## src/rtl/alu_pkg.sv

```systemverilog
// alu_pkg: ALU SELECT codes, opcode/funct7 constants and the ID/EX register layout.
package alu_pkg;
  localparam int XLEN  = 32;
  localparam int SEL_W = 5;
  typedef logic [SEL_W-1:0] alu_sel_t;
  localparam alu_sel_t SEL_ADD    = 5'b00000;
  localparam alu_sel_t SEL_SLL    = 5'b00001;
  localparam alu_sel_t SEL_SLT    = 5'b00010;
  localparam alu_sel_t SEL_SLTU   = 5'b00011;
  localparam alu_sel_t SEL_XOR    = 5'b00100;
  localparam alu_sel_t SEL_SRL    = 5'b00101;
  localparam alu_sel_t SEL_OR     = 5'b00110;
  localparam alu_sel_t SEL_AND    = 5'b00111;
  localparam alu_sel_t SEL_MUL    = 5'b01000;
  localparam alu_sel_t SEL_MULH   = 5'b01001;
  localparam alu_sel_t SEL_MULHSU = 5'b01010;
  localparam alu_sel_t SEL_MULHU  = 5'b01011;
  localparam alu_sel_t SEL_DIV    = 5'b01100;
  localparam alu_sel_t SEL_REM    = 5'b01101;
  localparam alu_sel_t SEL_DIVU   = 5'b01110;
  localparam alu_sel_t SEL_REMU   = 5'b01111;
  localparam alu_sel_t SEL_SUB    = 5'b10000;
  localparam alu_sel_t SEL_SRA    = 5'b10001;
  localparam logic [6:0] OPC_OP     = 7'b0110011;
  localparam logic [6:0] OPC_OP_IMM = 7'b0010011;
  localparam logic [6:0] OPC_LUI    = 7'b0110111;
  localparam logic [6:0] OPC_AUIPC  = 7'b0010111;
  localparam logic [6:0] F7_BASE    = 7'b0000000;
  localparam logic [6:0] F7_ALT     = 7'b0100000;
  localparam logic [6:0] F7_MULDIV  = 7'b0000001;
  typedef struct packed {
    logic            valid;
    alu_sel_t        sel;
    logic [XLEN-1:0] data1;
    logic [XLEN-1:0] data2;
    logic [4:0]      rd;
    logic            reg_write;
    logic            illegal;
    logic [XLEN-1:0] pc;
  } id_ex_t;
  function automatic alu_sel_t base_sel(input logic [2:0] f3);
    case (f3)
      3'd0:    return SEL_ADD;
      3'd1:    return SEL_SLL;
      3'd2:    return SEL_SLT;
      3'd3:    return SEL_SLTU;
      3'd4:    return SEL_XOR;
      3'd5:    return SEL_SRL;
      3'd6:    return SEL_OR;
      default: return SEL_AND;
    endcase
  endfunction
  function automatic alu_sel_t muldiv_sel(input logic [2:0] f3);
    case (f3)
      3'd0:    return SEL_MUL;
      3'd1:    return SEL_MULH;
      3'd2:    return SEL_MULHSU;
      3'd3:    return SEL_MULHU;
      3'd4:    return SEL_DIV;
      3'd5:    return SEL_DIVU;
      3'd6:    return SEL_REM;
      default: return SEL_REMU;
    endcase
  endfunction
endpackage

```

## src/rtl/alu_op_decoder.sv

```systemverilog
// alu_op_decoder: combinational RV32I/M ALU decode; M ops only with RV32M_DECODE_EN defined.
module alu_op_decoder
  import alu_pkg::*;
(
  input  logic [31:0]     instr,
  input  logic [XLEN-1:0] pc,
  input  logic [XLEN-1:0] rs1_data,
  input  logic [XLEN-1:0] rs2_data,
  output alu_sel_t        sel,
  output logic [XLEN-1:0] data1,
  output logic [XLEN-1:0] data2,
  output logic            illegal,
  output logic [4:0]      rd
);
  logic [6:0] opc, f7;
  logic [2:0] f3;
  alu_sel_t sel_r;
  logic [XLEN-1:0] d1_r, d2_r;
  assign opc = instr[6:0];
  assign f3  = instr[14:12];
  assign f7  = instr[31:25];
  assign rd  = instr[11:7];
  always_comb begin
    sel_r   = SEL_ADD;
    d1_r    = '0;
    d2_r    = '0;
    illegal = 1'b0;
    if (opc == OPC_OP) begin
      d1_r = rs1_data;
      d2_r = rs2_data;
      if (f7 == F7_BASE) sel_r = base_sel(f3);
      else if (f7 == F7_ALT && f3 == 3'd0) sel_r = SEL_SUB;
      else if (f7 == F7_ALT && f3 == 3'd5) sel_r = SEL_SRA;
`ifdef RV32M_DECODE_EN
      else if (f7 == F7_MULDIV) sel_r = muldiv_sel(f3);
`endif
      else illegal = 1'b1;
    end else if (opc == OPC_OP_IMM) begin
      d1_r    = rs1_data;
      d2_r    = (f3 == 3'd1 || f3 == 3'd5) ? {27'b0, instr[24:20]} : {{20{instr[31]}}, instr[31:20]};
      sel_r   = (f3 == 3'd5 && f7 == F7_ALT) ? SEL_SRA : base_sel(f3);
      illegal = (f3 == 3'd1 && f7 != F7_BASE) || (f3 == 3'd5 && f7 != F7_BASE && f7 != F7_ALT);
    end else if (opc == OPC_LUI || opc == OPC_AUIPC) begin
      d1_r = (opc == OPC_AUIPC) ? pc : '0;
      d2_r = {instr[31:12], 12'b0};
    end else illegal = 1'b1;
  end
  // illegal encodings present a harmless ADD 0+0 to the ALU
  assign sel   = illegal ? SEL_ADD : sel_r;
  assign data1 = illegal ? '0 : d1_r;
  assign data2 = illegal ? '0 : d2_r;
endmodule

```

## src/rtl/alu_ctrl_id_ex.sv

```systemverilog
// alu_ctrl_id_ex: ID/EX register for ALU control with flush > stall > load priority.
// M-extension decode is enabled by defining RV32M_DECODE_EN.
module alu_ctrl_id_ex
  import alu_pkg::*;
(
  input  logic             CLK,
  input  logic             RESET,
  input  logic             STALL,
  input  logic             FLUSH,
  input  logic             ID_VALID,
  input  logic [31:0]      ID_INSTR,
  input  logic [XLEN-1:0]  ID_PC,
  input  logic [XLEN-1:0]  ID_RS1_DATA,
  input  logic [XLEN-1:0]  ID_RS2_DATA,
  output logic             EX_VALID,
  output logic [SEL_W-1:0] EX_ALU_SELECT,
  output logic [XLEN-1:0]  EX_DATA1,
  output logic [XLEN-1:0]  EX_DATA2,
  output logic [4:0]       EX_RD,
  output logic             EX_REG_WRITE,
  output logic             EX_ILLEGAL,
  output logic [XLEN-1:0]  EX_PC
);
  id_ex_t ex_d, ex_q, dec;
  logic dec_ill;
  alu_op_decoder u_dec (
    .instr    (ID_INSTR),
    .pc       (ID_PC),
    .rs1_data (ID_RS1_DATA),
    .rs2_data (ID_RS2_DATA),
    .sel      (dec.sel),
    .data1    (dec.data1),
    .data2    (dec.data2),
    .illegal  (dec_ill),
    .rd       (dec.rd)
  );
  assign dec.valid     = ID_VALID;
  assign dec.reg_write = ID_VALID & ~dec_ill & (|dec.rd);
  assign dec.illegal   = ID_VALID & dec_ill;
  assign dec.pc        = ID_PC;
  always_comb ex_d = FLUSH ? '0 : STALL ? ex_q : dec;
  always_ff @(posedge CLK) begin
    if (RESET) ex_q <= '0;
    else ex_q <= ex_d;
  end
  assign EX_VALID      = ex_q.valid;
  assign EX_ALU_SELECT = ex_q.sel;
  assign EX_DATA1      = ex_q.data1;
  assign EX_DATA2      = ex_q.data2;
  assign EX_RD         = ex_q.rd;
  assign EX_REG_WRITE  = ex_q.reg_write;
  assign EX_ILLEGAL    = ex_q.illegal;
  assign EX_PC         = ex_q.pc;
endmodule

```

## config.mk

```make
export PLATFORM = sky130hd
export DESIGN_NAME = alu_ctrl_id_ex
export DESIGN_NICKNAME = d
export VERILOG_FILES = /design/src/rtl/alu_pkg.sv /design/src/rtl/alu_op_decoder.sv /design/src/rtl/alu_ctrl_id_ex.sv
export SDC_FILE = /design/constraint.sdc
export NUM_CORES = 1
export LEC_CHECK = 0
export CAP_MARGIN = 10
export CORE_ASPECT_RATIO = 2
export CORE_MARGIN = 4
export CORE_UTILIZATION = 43
export DETAILED_ROUTE_END_ITERATION = 16
export GPL_ROUTABILITY_DRIVEN = 0
export PLACE_DENSITY = 0.95
export SLEW_MARGIN = 20
export SYNTH_ARGS = -nofsm -noshare
export SYNTH_HDL_FRONTEND = slang
export SYNTH_SLANG_ARGS = --single-unit
```

## constraint.sdc

```tcl
create_clock -name CLK -period 2.9 [get_ports CLK]
set_input_delay 0.435 -clock CLK [delete_from_list [all_inputs] [get_ports CLK]]
set_output_delay 0.435 -clock CLK [all_outputs]
set_load 0.1 [all_outputs]
```

==> out/results.tsv, run 1 <==
metric	value	unit
drt-wirelength-per-cell	17.9	um
clkSinkCount	108	
grtUsageTotal	25.4	%
postRouteAntennaNets	0	
n_antenna_cell	0	
drv_slew	0	
cp_slowest_cell	nor4_1	
p_switching	0.898	mW
end_kind	flip-flop	
core_area	10500	um2
routed_wl	16.1	mm
synthToLayoutAreaGrowth	54.7	%
synth_compound_area_share	18.5	%
syn_area	4570	um2
fp-row-count	53	
grt_pass1_vias	4938	
r2r_start	EX_PC[9]	
antenna_found_initial	0	
p_total	3.37	mW
holdCritPathClass	flip-flop to flip-flop	
ys_ff_latch	108	
hold_violations	0	
p_clk_share	37.4	%
post_cts_buffers	0	
clk_path_buf_depth	2	
synth_top_family_by_area	simple AND/OR/NAND/NOR gates	
max_freq	465	MHz
dpl_cell_area	6760	um2
vias	4816	
layout.nets	888	
cts_tree	built	
syn_avg_cell_area	8.48	um2
worstReg2RegEnd	EX_PC[9]	
cp_max_fo	31	
ys_seq_area_share	47.3	%
nFillCells	849	
leakage	3.07	nW
fin_crit	2.15	ns
drc_errors	0	
final_common_cell	clkdlybuf4s50_1	
cts.clk_slew.worst_paths	0.08	ns
min_period_over_period	74.2	%
tns	0	ns
pin_count	242	
p_comb_share	17.8	%
root_buffer	clkbuf_16	
slew_headroom	29.7	%
critPathLaunchType	primary input	
p_per_area	476	nW/um2
yosys.area_share.adder	0	%
insertion_delay	0.34	ns
final_cell_area	7070	um2
ys_types	34	
seqPwrFrac	44.9	%
yosys-mux-area-fraction	9.42	%
criticalPathCategory	primary input to flip-flop	
netlist_instances	539	
min_path_cells	2	
grt_pass1_wl	24.7	mm
cp_cell_sequence	clkdlybuf4s50_1 -> nor4_1 -> a31oi_1 -> nor3_2 -> o21ai_2 -> buf_4 -> o21ai_0	
dp_hpwl	12.2	mm
postCtsHoldBufs	0	
final_cell_mix	130 x clkdlybuf4s50_1, 119 x buf_4, 108 x dfxtp_1	
worstMarginPinSlew	1.05	ns
h-tree-depth	3	
routed_via_density	5.37	
intPower	2.47	mW
drtPass1Iterations	5	
fp.dieH	154	um
status	complete, no violations	
drt_iter0_drc	211	
io_buffers	240	
min_to	EX_DATA1[15]	
die_w	80.9	um
setup_violations	0	
post_synth_xor_area_fraction	0.192	%
vdd_drop_max	294	uV
cpPeakStageDelay	0.49	ns
grt_overflow_total	0	
critPathArrivalTime	2.41	ns
rsz0062_at_grt	false	
dieArea	12400	um2
grt_max_degree	44	
cpLargestDelayFamily	simple AND/OR/NAND/NOR gates	
r2r_slack	2.24	ns
worstPathRequired	3.16	ns
drive_gt1_share	19.2	%
numCtsBuffers	9	
cp_num_buf_inv	2	
start_util	43.6	%
yosysWarnings	0	
cap_violations	0	
r2r_cells	2	
min-delay-start	EX_DATA1[15]	
syn-num-nets	672	
cts_resized	0	
worst_clock_skew	0	ns
synth-simple-area-share	19.6	%
switching_share	26.7	%
## cells in the mapped netlist (all sizes together)
master | instances | area share, %
nand3 | 7 | 0.77
inv | 5 | 0.41
o31ai | 6 | 0.99
mux2i | 43 | 9.4
and2 | 2 | 0.27
a21oi | 40 | 4.4
a21boi | 1 | 0.16
nor3 | 2 | 0.33
a21o | 2 | 0.33
nor2 | 45 | 3.8
xor2 | 1 | 0.19
a32oi | 2 | 0.38
buf | 18 | 2.1
nand2 | 73 | 6.0
clkbuf | 28 | 2.3
a31o | 2 | 0.38
a22oi | 19 | 3.1
conb | 1 | 0.082
or2 | 2 | 0.27
a32o | 7 | 1.5
nand2b | 22 | 3.0
or4 | 3 | 0.57
and3 | 32 | 4.4
o21ai | 65 | 7.1
nor4 | 2 | 0.27
dfxtp | 108 | 47
a31oi | 1 | 0.14
## tightest hold or removal path, cell delays in order (launching register included)
cell     delay, ns
dfxtp_1       0.31
nand2_1       0.05
o21ai_1       0.05
## registers in the layout, summed over array words and instances, names as in the netlist
signal / count
EX_RD: 5
EX_DATA1: 32
EX_VALID: 1
EX_DATA2: 32
EX_ALU_SELECT: 4
EX_ILLEGAL: 1
EX_PC: 32
EX_REG_WRITE: 1
## routing by layer
metal / track usage [%] / part of all wire (%) / vias up
li1: - / - / 2310
met1: 26.1 / 35 / 2206
met2: 45.6 / 53 / 238
met3: 4.69 / 6.6 / 62
met4: 15.9 / 5.3 / 0
met5: 0 / 0 / -
## per-stage QoR
| stage | hold WS (ns) | setup WS (ns) | instances | utilization (%) |
|---|---|---|---|---|
| 2_1_floorplan | 0.574 | 1.04 | 539 | - |
| 3_3_place_gp | 0.437 | 0.527 | 881 | 64.5 |
| 3_5_place_dp | 0.444 | 0.436 | 881 | 64.5 |
| 4_1_cts | 0.454 | 0.786 | 897 | 67.5 |
| 5_1_grt | 0.469 | 0.554 | 897 | 67.5 |
| 6_report | 0.451 | 0.749 | 897 | 67.5 |
## kinds of logic (layout without fill, tap and decap cells)
kind of cell              Yosys count  in the layout
other                               1              1
xor gates and xnor gates            1              1
AOI/OAI and AO/OA                 145            145
buffers and inverters              51            272
and+or+nand+nor                   190            190
muxes                              43             43
DFF                               108            108
## layout make-up
class | count | area (um2) | area share, %
Inverter | 5 | 18.8 | 0.265
Multi-Input combinational cell | 380 | 2200 | 31.2
Tap cell | 137 | 171 | 2.42
Clock buffer | 11 | 243 | 3.43
Sequential cell | 108 | 2160 | 30.6
Timing Repair Buffer | 251 | 2200 | 31.2
Clock inverter | 5 | 67.6 | 0.956
## power by group through the flow
stage | Clock, mW | Sequential (mW) | Combinational [mW]
floorplan | 0 | 1.68 | 0.188
global placement | 0 | 1.54 | 0.582
detailed placement | 0 | 1.55 | 0.593
CTS | 1.28 | 1.51 | 0.595
global route | 1.34 | 1.51 | 0.631
finish | 1.26 | 1.51 | 0.599
## how the worst max path moves through the flow
stage | depth (start not counted) | startpoint | slack, ns | end
5_1_grt | 4 | ID_INSTR[2] | 0.55 | EX_DATA1[31]
2_1_floorplan | 5 | ID_INSTR[2] | 1.04 | EX_ALU_SELECT[4]
3_5_place_dp | 7 | ID_INSTR[25] | 0.44 | EX_DATA1[0]
4_1_cts | 7 | ID_INSTR[25] | 0.79 | EX_DATA1[0]
3_3_place_gp | 7 | ID_INSTR[12] | 0.53 | EX_DATA1[0]
6_report | 7 | ID_INSTR[25] | 0.75 | EX_DATA1[0]
No activity file was read; power rests on OpenSTA's default activity.
==> run 2: changes to the inputs <==
--- a/config.mk
+++ b/config.mk
@@ -8,10 +8,10 @@
 export CAP_MARGIN = 10
 export CORE_ASPECT_RATIO = 2
 export CORE_MARGIN = 4
-export CORE_UTILIZATION = 43
+export CORE_UTILIZATION = 36
 export DETAILED_ROUTE_END_ITERATION = 16
 export GPL_ROUTABILITY_DRIVEN = 0
-export PLACE_DENSITY = 0.95
+export PLACE_DENSITY = 0.88
 export SLEW_MARGIN = 20
 export SYNTH_ARGS = -nofsm -noshare
 export SYNTH_HDL_FRONTEND = slang
==> constraint.sdc (replaced) <==
create_clock -name CLK -period 1.8 [get_ports CLK]
set_input_delay 0.27 -clock CLK [delete_from_list [all_inputs] [get_ports CLK]]
set_output_delay 0.27 -clock CLK [all_outputs]
set_load 0.1 [all_outputs]
==> out/results.tsv, run 2 (synthesis results as in run 1) <==
metric	value	unit	change
status	complete, no violations		
postRouteAntennaNets	0		unchanged
drc_errors	0		unchanged
drtPass1Iterations	5		unchanged
routed_wl	16.4	mm	+1.8%
h-tree-depth	3		unchanged
p_total	5.32	mW	+58%
min_path_cells	3		+1
hold_violations	0		unchanged
fp-row-count	58		+9.4%
final_common_cell	buf_4		
holdCritPathClass	primary input to flip-flop		
core_area	12500	um2	+19%
p_comb_share	19.0	%	+1.2 points
max_freq	569	MHz	
crit_cells	6		-1
cp_slowest_cell	or4_4		
grtUsageTotal	21.6	%	-3.8 points
clk_path_buf_depth	2		unchanged
criticalPathCategory	primary input to flip-flop		
drt_iter0_drc	214		+1.4%
critPathLaunchType	primary input		
cp_num_buf_inv	1		-1
worst_clock_skew	0	ns	unchanged
antenna_found_initial	2		+2
r2r_cells	1		-1
vdd_drop_max	518	uV	+76%
top_layer	met4		
cpLargestDelayFamily	simple AND/OR/NAND/NOR gates		
post_cts_buffers	0		unchanged
min_period_over_period	97.6	%	
dieArea	14700	um2	+18%
p_per_area	709	nW/um2	+49%
routed_via_density	5.16		-3.9%
drt-wirelength-per-cell	17.5	um	-2.4%
grt_pass1_wl	24.8	mm	+0.42%
worstPathRequired	2.08	ns	-1.08 ns
cp_cell_sequence	clkdlybuf4s50_1 -> nand2_1 -> or4_4 -> nor3_4 -> a31o_2 -> a32o_1		
cp_max_fo	7		-77%
leakage	3.27	nW	+6.8%
postCtsHoldBufs	0		unchanged
cap_violations	0		unchanged
cpPeakStageDelay	0.52	ns	+0.03 ns
fin_crit	1.76	ns	
layout.nets	913		+2.8%
critPathArrivalTime	2.03	ns	-0.38 ns
grt_max_degree	47		+6.8%
grt_overflow_total	0		unchanged
synthToLayoutAreaGrowth	64.2	%	
drv_slew	0		unchanged
io_buffers	240		unchanged
fp.dieH	167	um	+8.8%
numCtsBuffers	9		unchanged
die_w	87.7	um	+8.4%
vias	4830		+0.29%
clkSinkCount	108		unchanged
dr_wl_met2	8.87	mm	+3.8%
switching_share	27.5	%	+0.83 points
dp_hpwl	12.7	mm	+3.6%
rsz0062_at_grt	true		
intPower	3.86	mW	+56%
wl_met1	5.91	mm	+5.2%
final_cell_mix	130 x buf_4, 127 x clkdlybuf4s50_1, 108 x dfxtp_1		
nFillCells	1082		+27%
seqPwrFrac	45.7	%	+0.8 points
grt_pass1_vias	4832		-2.1%
pin_count	242		unchanged
end_kind	flip-flop		
worst_hold_slack	0.337	ns	-0.114 ns
insertion_delay	0.34	ns	about the same
start_util	36.6	%	-7.0 points
cts_tree	built		
wl_met3	934	um	-13%
root_buffer	clkbuf_16		
cts.clk_slew.worst_paths	0.07	ns	about the same
p_switching	1.46	mW	+63%
drive_gt1_share	23.2	%	+4.0 points
p_clk_share	35.3	%	-2.1 points
setup_violations	0		unchanged
==> run 2: tightest hold or removal path: cells and delay by family <==
kind	cells	cell delay [ns]
buf+inv	1	0.20
simple gates	1	0.11
compound gates	1	0.05
==> run 2: timing repair <==
| item | 4_1_cts | 5_1_grt |
|---|---|---|
| pin swaps | 1 | 4 |
| resized for setup | 1 | 19 |
| setup endpoints to repair | 6 | 64 |
==> run 2: cell type report <==
type | instances | area (um2) | share of cell area [%]
tap | 150 | 188 | 2.50
clock buffer | 11 | 243 | 3.23
sequential | 108 | 2160 | 28.8
clock inverter | 4 | 33.8 | 0.450
timing repair buffer | 276 | 2570 | 34.3
inverter | 5 | 18.8 | 0.250
multi-input combinational | 380 | 2280 | 30.4
antenna | 2 | 5.00 | 0.0667
==> run 2: metrics by stage <==
stage,utilization (%),area [um2],TNS (ns),setup WS (ns),cells
floorplan,-,4570,0,0.106,539
global placement,57.2,7140,-18.72,-0.335,919
detailed placement,57.2,7140,-20.82,-0.362,919
CTS,59.5,7420,0,0.00570,934
global route,60.1,7500,-0.165,-0.0301,936
finish,60.1,7500,0,0.0432,936
==> run 2: power groups by stage <==
stage                     logic [mW]  clock network, mW  registers, mW
after floorplan                0.303                  0           2.70
after global placement         0.988                  0           2.49
after detailed placement        1.00                  0           2.49
after CTS                       1.00               1.92           2.43
after global routing            1.07               2.01           2.44
final                           1.01               1.88           2.43
==> run 2: routing by layer <==
| metal | global-route usage (%) | up-vias |
|---|---|---|
| met4 | 9.89 | 0 |
| met3 | 4.83 | 39 |
| met5 | 0 | - |
| met2 | 39.3 | 186 |
| li1 | - | 2350 |
| met1 | 22.7 | 2255 |
==> run 2: path summary, 6_finish.rpt <==
path	from	to	slack, ns
setup / recovery	ID_INSTR[1]	EX_DATA2[9]	0.04
hold / removal	ID_INSTR[12]	EX_ALU_SELECT[0]	0.34
setup reg to reg	EX_ALU_SELECT[2]	EX_ALU_SELECT[2]	1.11
hold reg to reg	EX_DATA1[11]	EX_DATA1[11]	0.45
==> run 3: changes to the inputs <==
--- a/config.mk
+++ b/config.mk
@@ -6,7 +6,7 @@
 export NUM_CORES = 1
 export LEC_CHECK = 0
 export CAP_MARGIN = 10
-export CORE_ASPECT_RATIO = 2
+export CORE_ASPECT_RATIO = 0.6
 export CORE_MARGIN = 4
 export CORE_UTILIZATION = 36
 export DETAILED_ROUTE_END_ITERATION = 16
==> out/results.tsv, run 3 (synthesis results as in run 1) <==
metric	value	unit	change
start_util	37.4	%	+0.79 points
cpPeakStageDelay	0.52	ns	about the same
holdCritPathClass	primary input to flip-flop		
hold_violations	0		unchanged
core_area	12200	um2	-2.1%
p_total	5.33	mW	about the same
status	complete, no violations		
io_buffers	240		unchanged
die_w	153	um	+75%
critPathLaunchType	primary input		
grt_overflow_total	0		unchanged
nFillCells	1041		-3.8%
routed_via_density	5.09		-1.3%
drive_gt1_share	22.6	%	-0.64 points
worstPathRequired	2.06	ns	-0.02 ns
cts_resized	0		-1
p_clk_share	35.1	%	-0.2 points
regArea	2160	um2	unchanged
pin_count	242		unchanged
clkSinkCount	108		unchanged
vdd_drop_max	388	uV	-25%
drc_errors	0		unchanged
drt-wirelength-per-cell	17.8	um	+1.7%
cp_max_fo	31		+24
rsz0062_at_grt	true		
r2r_cells	2		+1
worstReg2RegEnd	EX_PC[21]		
cts.clk_slew.worst_paths	0.08	ns	about the same
grt_max_degree	50		+6.4%
min_period_over_period	98.0	%	+0.38 points
multi_input_area	2250	um2	-1.3%
h-tree-depth	3		unchanged
drtPass1Iterations	4		-1
cpLargestDelayFamily	simple AND/OR/NAND/NOR gates		
tns	0	ns	unchanged
cap_violations	0		unchanged
crit_cells	7		+1
drt_iter0_drc	314		+47%
cts_tree	built		
fp.dieH	95.3	um	-43%
final_cell_mix	131 x buf_4, 129 x clkdlybuf4s50_1, 108 x dfxtp_1		
drv_slew	0		unchanged
max_freq	567	MHz	-0.39%
r2r_start	EX_PC[21]		
antenna_found_initial	1		-1
routed_wl	16.9	mm	+3.3%
switching_share	27.9	%	+0.38 points
p_comb_share	19.2	%	+0.2 points
seqPwrFrac	45.7	%	about the same
worst_clock_skew	0	ns	unchanged
criticalPathCategory	primary input to flip-flop		
postRouteAntennaNets	0		unchanged
fin_crit	1.76	ns	+0.00687 ns
root_buffer	clkbuf_16		
leakage	3.23	nW	-1.2%
cp-startpoint	ID_INSTR[4]		
p_switching	1.48	mW	+1.4%
synthToLayoutAreaGrowth	63.1	%	
dp_hpwl	12.7	mm	+0.26%
cp_slowest_cell	or4_4		
setup_violations	0		unchanged
end_kind	flip-flop		
postCtsHoldBufs	0		unchanged
cp_num_buf_inv	2		+1
insertion_delay	0.34	ns	about the same
post_cts_buffers	0		unchanged
clk_path_buf_depth	2		unchanged
intPower	3.84	mW	-0.47%
dieArea	14600	um2	-0.34%
layout.nets	912		-0.11%
vias	4837		+0.14%
grtUsageTotal	22.2	%	+0.61 points
fp-row-count	31		-47%
numCtsBuffers	9		unchanged
grt_pass1_wl	25.7	mm	+3.7%
cp_cell_sequence	clkdlybuf4s50_1 -> nand2b_4 -> or4_4 -> nor3_4 -> o21ai_2 -> buf_12 -> o21ai_1		
p_per_area	715	nW/um2	+0.72%
final_common_cell	buf_4		
setup.worst_path.end	EX_DATA1[21]		
r2r_slack	1.14	ns	+0.03 ns
grt_pass1_vias	4690		-2.9%
critPathArrivalTime	2.03	ns	about the same
[run 3: cell types whose count changed in the layout (fill, tap and decap cells not counted), moves of 2 or more]
cell,previous run,this run
o31ai_1,2,5
o31ai_2,4,1
buf_12,14,12
clkdlybuf4s50_1,127,129
dlymetal6s2s_1,3,1
[run 3: worst reg2reg max path: stages, from the launching register on]
cell     delay, ns
dfxtp_1       0.32
mux2i_1       0.14
nor2_1        0.07
[run 3: worst min path at each step]
stage / cells after the start / endpoint / startpoint / slack (ns)
6_report: 3 / EX_ALU_SELECT[4] / STALL / 0.27
5_1_grt: 3 / EX_ALU_SELECT[4] / STALL / 0.28
4_1_cts: 3 / EX_ALU_SELECT[4] / STALL / 0.25
3_5_place_dp: 2 / EX_DATA1[31] / EX_DATA1[31] / 0.44
3_3_place_gp: 2 / EX_DATA1[2] / EX_DATA1[2] / 0.43
2_1_floorplan: 2 / EX_ALU_SELECT[0] / ID_INSTR[12] / 0.41
[run 3: final cells by class]
type                       instances  share of cell area [%]
antenna                            1                  0.0336
clock inverter                     5                   0.604
multi-input combinational        380                    30.2
timing repair buffer             275                    34.0
sequential                       108                    29.0
clock buffer                      11                    3.12
tap                              165                    2.77
inverter                           5                   0.252
[run 3: per-layer routing]
layer,up-vias,part of all wire (%),GRT usage [%]
li1,2352,-,-
met1,2265,46,29.7
met2,204,43,34.8
met3,16,9.0,7.39
met4,0,1.4,5.95
met5,-,0,0
[run 3: power by group through the flow]
stage	sequential, mW	clock [mW]	combinational [mW]
6_report	2.43	1.87	1.02
5_1_grt	2.44	2.01	1.08
4_1_cts	2.43	1.92	1.01
3_5_place_dp	2.49	0	1.01
3_3_place_gp	2.49	0	1.00
2_1_floorplan	2.70	0	0.303
[run 3: through the flow]
stage          hold WS (ns)  setup WS (ns)  utilization, %  cells  area, um2
2_1_floorplan         0.409          0.106               -    539       4570
6_report              0.267         0.0363            61.0    950       7450
5_1_grt               0.277        -0.0156            61.0    950       7450
4_1_cts               0.249         0.0532            60.6    949       7400
3_5_place_dp          0.440         -0.309            58.3    933       7120
3_3_place_gp          0.434         -0.248            58.3    933       7120
